**src/rtl/checkpoint_rename_rf.sv**
```systemverilog
// Register-renaming file with a single map checkpoint: allocates physical names,
// forwards same-cycle writes, tracks readiness, and restores the map on rollback.
module checkpoint_rename_rf #(
   parameter int addr_width = 2,
   parameter int name_width = 3,
   parameter int data_width = 32,
   parameter int num_arch   = 4,
   parameter int num_phys   = 8
) (
   input  logic                  CLK,
   input  logic                  RST,
   input  logic [addr_width-1:0] ADDR_IN,
   input  logic                  ALLOC_E,
   output logic                  ALLOC_READY,
   output logic [name_width-1:0] NAME_OUT,
   input  logic [addr_width-1:0] ADDR_1,
   input  logic [addr_width-1:0] ADDR_2,
   output logic [name_width-1:0] NAME_OUT_1,
   output logic [name_width-1:0] NAME_OUT_2,
   input  logic [name_width-1:0] NAME_IN_1,
   input  logic [name_width-1:0] NAME_IN_2,
   input  logic [data_width-1:0] D_IN_1,
   input  logic [data_width-1:0] D_IN_2,
   input  logic                  WE_1,
   input  logic                  WE_2,
   input  logic [name_width-1:0] NAME_1,
   input  logic [name_width-1:0] NAME_2,
   output logic [data_width-1:0] D_OUT_1,
   output logic [data_width-1:0] D_OUT_2,
   input  logic [name_width-1:0] VALID_NAME_1,
   input  logic [name_width-1:0] VALID_NAME_2,
   output logic                  VALID_OUT_1,
   output logic                  VALID_OUT_2,
   input  logic [name_width-1:0] NAME_F,
   input  logic                  FE,
   input  logic                  CKPT_E,
   input  logic                  ROLLBACK_E,
   output logic                  CKPT_VALID
);

   logic [name_width-1:0] map_r  [num_arch];
   logic [name_width-1:0] snap_r [num_arch];
   logic [name_width-1:0] old_r  [num_phys];
   logic [data_width-1:0] phys_r [num_phys];
   logic [num_phys-1:0]   busy_r;
   logic [num_phys-1:0]   free_r;
   logic [num_phys-1:0]   since_r;
   logic                  ckpt_valid_r;

   logic [name_width:0]   free_sel_s;
   logic                  alloc_s;
   logic                  ckpt_s;
   logic                  rollback_s;

   // Priority encoder: {found, lowest set index}; all-zero when nothing is free.
   function automatic logic [name_width:0] lowest_free(input logic [num_phys-1:0] vec);
      logic [name_width:0] res;
      res = '0;
      for (int i = num_phys - 1; i >= 0; i--) begin
         res = vec[i] ? {1'b1, name_width'(i)} : res;
      end
      return res;
   endfunction

   assign free_sel_s  = lowest_free(free_r);
   assign ALLOC_READY = free_sel_s[name_width];
   assign NAME_OUT    = free_sel_s[name_width-1:0];
   assign NAME_OUT_1  = map_r[ADDR_1];
   assign NAME_OUT_2  = map_r[ADDR_2];
   assign CKPT_VALID  = ckpt_valid_r;

   // Rollback takes priority over both allocation and checkpointing.
   assign rollback_s = ROLLBACK_E & ckpt_valid_r;
   assign ckpt_s     = CKPT_E & ~ROLLBACK_E;
   assign alloc_s    = ALLOC_E & ALLOC_READY & ~ROLLBACK_E;

   // Data reads and readiness with write-port forwarding; port 1 wins a dual match.
   always_comb begin
      D_OUT_1     = phys_r[NAME_1];
      D_OUT_2     = phys_r[NAME_2];
      VALID_OUT_1 = ~busy_r[VALID_NAME_1];
      VALID_OUT_2 = ~busy_r[VALID_NAME_2];
      if (WE_1 && (NAME_IN_1 == NAME_1)) begin
         D_OUT_1 = D_IN_1;
      end else if (WE_2 && (NAME_IN_2 == NAME_1)) begin
         D_OUT_1 = D_IN_2;
      end else begin
         D_OUT_1 = phys_r[NAME_1];
      end
      if (WE_1 && (NAME_IN_1 == NAME_2)) begin
         D_OUT_2 = D_IN_1;
      end else if (WE_2 && (NAME_IN_2 == NAME_2)) begin
         D_OUT_2 = D_IN_2;
      end else begin
         D_OUT_2 = phys_r[NAME_2];
      end
      if ((WE_1 && (NAME_IN_1 == VALID_NAME_1)) || (WE_2 && (NAME_IN_2 == VALID_NAME_1))) begin
         VALID_OUT_1 = 1'b1;
      end else begin
         VALID_OUT_1 = ~busy_r[VALID_NAME_1];
      end
      if ((WE_1 && (NAME_IN_1 == VALID_NAME_2)) || (WE_2 && (NAME_IN_2 == VALID_NAME_2))) begin
         VALID_OUT_2 = 1'b1;
      end else begin
         VALID_OUT_2 = ~busy_r[VALID_NAME_2];
      end
   end

   // Rename state; later statements deliberately override earlier ones (write clears win).
   always_ff @(posedge CLK) begin
      if (RST) begin
         for (int i = 0; i < num_arch; i++) begin
            map_r[i] <= name_width'(i);
         end
         for (int i = 0; i < num_phys; i++) begin
            free_r[i] <= (i >= num_arch);
         end
         busy_r       <= '0;
         since_r      <= '0;
         ckpt_valid_r <= 1'b0;
      end else begin
         if (rollback_s) begin
            map_r <= snap_r;
            for (int i = 0; i < num_phys; i++) begin
               if (since_r[i]) begin
                  free_r[i] <= 1'b1;
                  busy_r[i] <= 1'b0;
               end
            end
            since_r      <= '0;
            ckpt_valid_r <= 1'b0;
         end else if (ckpt_s) begin
            snap_r       <= map_r;
            since_r      <= '0;
            ckpt_valid_r <= 1'b1;
         end
         if (alloc_s) begin
            busy_r[NAME_OUT]  <= 1'b1;
            since_r[NAME_OUT] <= 1'b1;
            free_r[NAME_OUT]  <= 1'b0;
            old_r[NAME_OUT]   <= map_r[ADDR_IN];
            map_r[ADDR_IN]    <= NAME_OUT;
         end
         if (FE) begin
            free_r[old_r[NAME_F]] <= 1'b1;
         end
         if (WE_1) begin
            busy_r[NAME_IN_1] <= 1'b0;
         end
         if (WE_2) begin
            busy_r[NAME_IN_2] <= 1'b0;
         end
      end
   end

   // Physical data array, not reset; port 2 lands last so it wins on equal names.
   always_ff @(posedge CLK) begin
      if (!RST) begin
         if (WE_1) begin
            phys_r[NAME_IN_1] <= D_IN_1;
         end
         if (WE_2) begin
            phys_r[NAME_IN_2] <= D_IN_2;
         end
      end
   end

endmodule
```
**config.mk**
```make
export PLATFORM = sky130hd
export DESIGN_NAME = checkpoint_rename_rf
export DESIGN_NICKNAME = d
export VERILOG_FILES = /design/src/rtl/checkpoint_rename_rf.sv
export SDC_FILE = /design/constraint.sdc
export NUM_CORES = 1
export LEC_CHECK = 0
export ABC_AREA = 1
export ABC_CLOCK_PERIOD_IN_PS = 8600
export BUFFER_PORTS_ARGS = -buffer_cell sky130_fd_sc_hd__buf_2
export CORE_MARGIN = 2
export CORE_UTILIZATION = 50
export CTS_CLUSTER_DIAMETER = 60
export CTS_CLUSTER_SIZE = 12
export DETAILED_ROUTE_END_ITERATION = 12
export PLACE_DENSITY = 0.66
export SYNTH_ARGS = -nofsm -noshare
export SYNTH_HDL_FRONTEND = slang
export SYNTH_SLANG_ARGS = --single-unit
export TNS_END_PERCENT = 30
```
**constraint.sdc**
```tcl
create_clock -name CLK -period 8.6 [get_ports CLK]
set_clock_uncertainty 0.2 [all_clocks]
set_input_delay 1.72 -clock CLK [delete_from_list [all_inputs] [get_ports CLK]]
set_output_delay 1.72 -clock CLK [all_outputs]
set_load 0.01 [all_outputs]
```
==> impl_metrics.csv <==
group,metric,value,unit
status,status,"finished, final reports clean",
layout,num-nets-final,2840,
clock_tree,cts_setup_buffers,0,
sta,worst_slew_pin_slew,1.10,ns
clock_tree,cts_tree,"done",
sta,fin_crit_sh,0.842,
clock_tree,ctsResizeCount,0,
clock_tree,htree_num_levels,2,
grt,antenna_found_initial,7,
worst_setup_path,worst-endpoint-arrival,5.32,ns
synth,yosys_warnings,0,
synth,synth_cell_types,39,
place,place_congestion,0.879,
worst_setup_path,required,6.68,ns
clock_tree,clock_sinks,329,
worst_setup_path,cp_slowest_stage_delay,0.83,ns
synth,async_reset_ff_frac,0,
drt,wl_per_cell,21.3,µm
floorplan,die_x,206,µm
synth,syn-cell-area,20300,µm²
layout,stdcell_area,22200,µm²
pwr,p_int,2.82,mW
sta,tns,0,ns
drt,drtPass1Iterations,6,
drt,drtAntennaViolNets,0,
pwr,combPwrFrac,0.167,
worst_setup_path,crit_path_end_kind,"output port",
worst_setup_path,r2r_slack,6.31,ns
floorplan,core,39900,µm²
floorplan,rows,73,
worst_setup_path,startpoint,"NAME_1[1]",
grt,grt_first_pass_wirelength,106000,µm
pwr,power_switching,1.14,mW
sta,fin_crit,7.24,ns
sta,setup_violations,0,
clock_tree,insertion_delay,0.54,ns
grt,grt_start_max_net_pins,99,
worst_setup_path,crit_top_cell,"buf_2",
synth,synth_top_area_share,0.431,
drt,drt_iter0_markers,2245,
sta,drv_slew,0,
synth,synthTopCellsByArea,"edfxtp_1 (43%), nand2_1 (14%), o21ai_0 (12%), nand3_1 (4.8%), nor2_1 (4.6%)",
synth,synth.avg_cell_area,7.48,µm²
floorplan,die_height,206,µm
synth,synth_edf_count,292,
worst_setup_path,cp_slowest_cell,"clkinv_2",
floorplan,io_pins,176,
place,portBuffers,175,
pwr,seq_power_share,0.463,
sta,rsz0062_at_grt,"false",
synth,synth-main-ff-cell,"edfxtp_1",
pwr,swShare,0.288,
sta,fmax,138,MHz
clock_tree,cts_buffer_depth,3,
synth,seq_area_frac_synth,0.468,
drt,routed_wl,70100,µm
worst_setup_path,path_cells,"buf_2, clkinv_2, o22ai_1, a21oi_1, nand2_2, inv_2, o21ai_0, buf_2",
grt,grt_pass1_vias,18700,
synth,netlist.top_cell.by_area,"edfxtp_1",
place,postPlaceCellArea,21100,µm²
grt,grt.overflow.total,0,
min_path,hold_path.class,"reg -> reg",
synth,syn-num-nets,2819,
floorplan,die_area,42300,µm²
synth,synthCells,2720,
drt,route.detailed.drc,0,
drt,vias,19900,
worst_setup_path,reg2reg_depth,4,
grt,grt_use_total,0.331,
clock_tree,ctsRootBufferMaster,"clkbuf_16",
pwr,powerDensity,178,nW/µm²
floorplan,start_util,0.510,
layout,syn_to_final_growth,9.03,%
worst_setup_path,cp_max_fo,41,
pwr,pwr-share-clk,0.370,
worst_setup_path,r2r_end,"map_r[0]",
clock_tree,postCtsHoldBufs,0,
clock_tree,clkTransAtPathRegs,0.06,ns
sta,relSlewSlack,0.266,
worst_setup_path,crit_type,"in -> out",
worst_setup_path,setup.worst_path.end,"D_OUT_1[11]",
worst_setup_path,cp-start-kind,"input port",
place,dp_hpwl,39300,µm
sta,finalHoldViolations,0,
worst_setup_path,r2r-start,"CKPT_VALID",
pwr,vdd_ir_drop_max,0.160,mV
clock_tree,numCtsBuffers,36,
drt,via_per_inst,6.05,
pwr,cellLeakagePower,9.33,nW
layout,drive_above_1_share,0.112,
synth,ys_ff_latch,329,
job,cap_violations,0,
-- power by group through the flow --
stage | clock, mW | sequential [mW] | combinational, mW
6_report | 1.46 | 1.83 | 0.661
4_1_cts | 1.47 | 1.83 | 0.650
2_1_floorplan | 0 | 1.86 | 0.436
3_5_place_dp | 0 | 1.87 | 0.648
5_1_grt | 1.53 | 1.84 | 0.734
3_3_place_gp | 0 | 1.86 | 0.635
-- worst max-delay path, delay by kind of cell --
kind	cells	cell delay, ns
buffers and inverters	4	2.00
AOI/OAI and AO/OA	3	0.83
and+or+nand+nor	1	0.66
-- area by class of cell --
class | count | area, µm²
Clock inverter | 11 | 67.6
Clock buffer | 50 | 995
Multi-Input combinational cell | 2002 | 9200
Timing Repair Buffer | 204 | 1100
Antenna cell | 3 | 7.51
Sequential cell | 329 | 9510
Inverter | 168 | 637
Fill cell | 3673 | 17700
Tap cell | 525 | 657
-- layout by cell type (no fill, tap or decap), types with 42 or more instances in the layout --
cell      count
a21oi_1     104
buf_2       173
edfxtp_1    292
inv_1       152
nand2_1     732
nand3_1     193
nor2_1      242
o211ai_1     42
o21ai_0     502
o21ai_1      73
o22ai_1      47
-- Yosys cell counts, types with 23 or more instances --
| cell | n |
|---|---|
| clkbuf_1 | 70 |
| dfxtp_1 | 37 |
| edfxtp_1 | 292 |
| o21ai_1 | 73 |
| nand2_1 | 733 |
| nor2_1 | 249 |
| buf_1 | 39 |
| buf_2 | 82 |
| o211ai_1 | 42 |
| inv_1 | 152 |
| a21oi_1 | 104 |
| buf_4 | 23 |
| o22ai_1 | 47 |
| o21ai_0 | 502 |
| nand3_1 | 194 |
-- logic make-up after synthesis --
kind of cell / after synthesis / share of synthesized area
flops: 329 / 0.468
xor+xnor: 4 / 0.00172
mux: 4 / 0.00221
compound gates: 789 / 0.206
simple gates: 1205 / 0.239
buf+inv: 389 / 0.0836
-- through the flow --
step | instances | utilization | total power, mW | hold WS (ns) | setup WS, ns
3_3_place_gp | 3228 | 0.529 | 2.50 | 0.259 | 1.55
6_report | 3292 | 0.556 | 3.96 | 0.275 | 1.36
4_1_cts | 3289 | 0.555 | 3.95 | 0.273 | 1.48
3_5_place_dp | 3228 | 0.529 | 2.51 | 0.264 | 1.47
5_1_grt | 3290 | 0.555 | 4.10 | 0.302 | 1.26
2_1_floorplan | 2720 | - | 2.29 | 0.249 | 3.40
-- registers in the layout, summed over array words and instances, names as in the netlist --
signal      count
map_r          12
free_r          8
CKPT_VALID      1
old_r          24
phys_r        256
snap_r         12
since_r         8
busy_r          8
-- per-layer routing --
layer	vias up	track usage	wire, µm
met5	-	0	42
met4	8	0.153	2860
met3	207	0.0673	8070
met2	1184	0.545	32500
met1	9231	0.419	26500
li1	9288	-	-
-- worst min path at each step --
stage | start | end | slack [ns] | depth (start not counted)
3_3_place_gp | busy_r[6] | busy_r[6] | 0.26 | 2
2_1_floorplan | busy_r[4] | busy_r[4] | 0.25 | 2
5_1_grt | busy_r[4] | busy_r[4] | 0.30 | 2
3_5_place_dp | busy_r[4] | busy_r[4] | 0.26 | 2
4_1_cts | busy_r[4] | busy_r[4] | 0.27 | 2
6_report | busy_r[4] | busy_r[4] | 0.28 | 2
(Power assumes the default switching activity.)
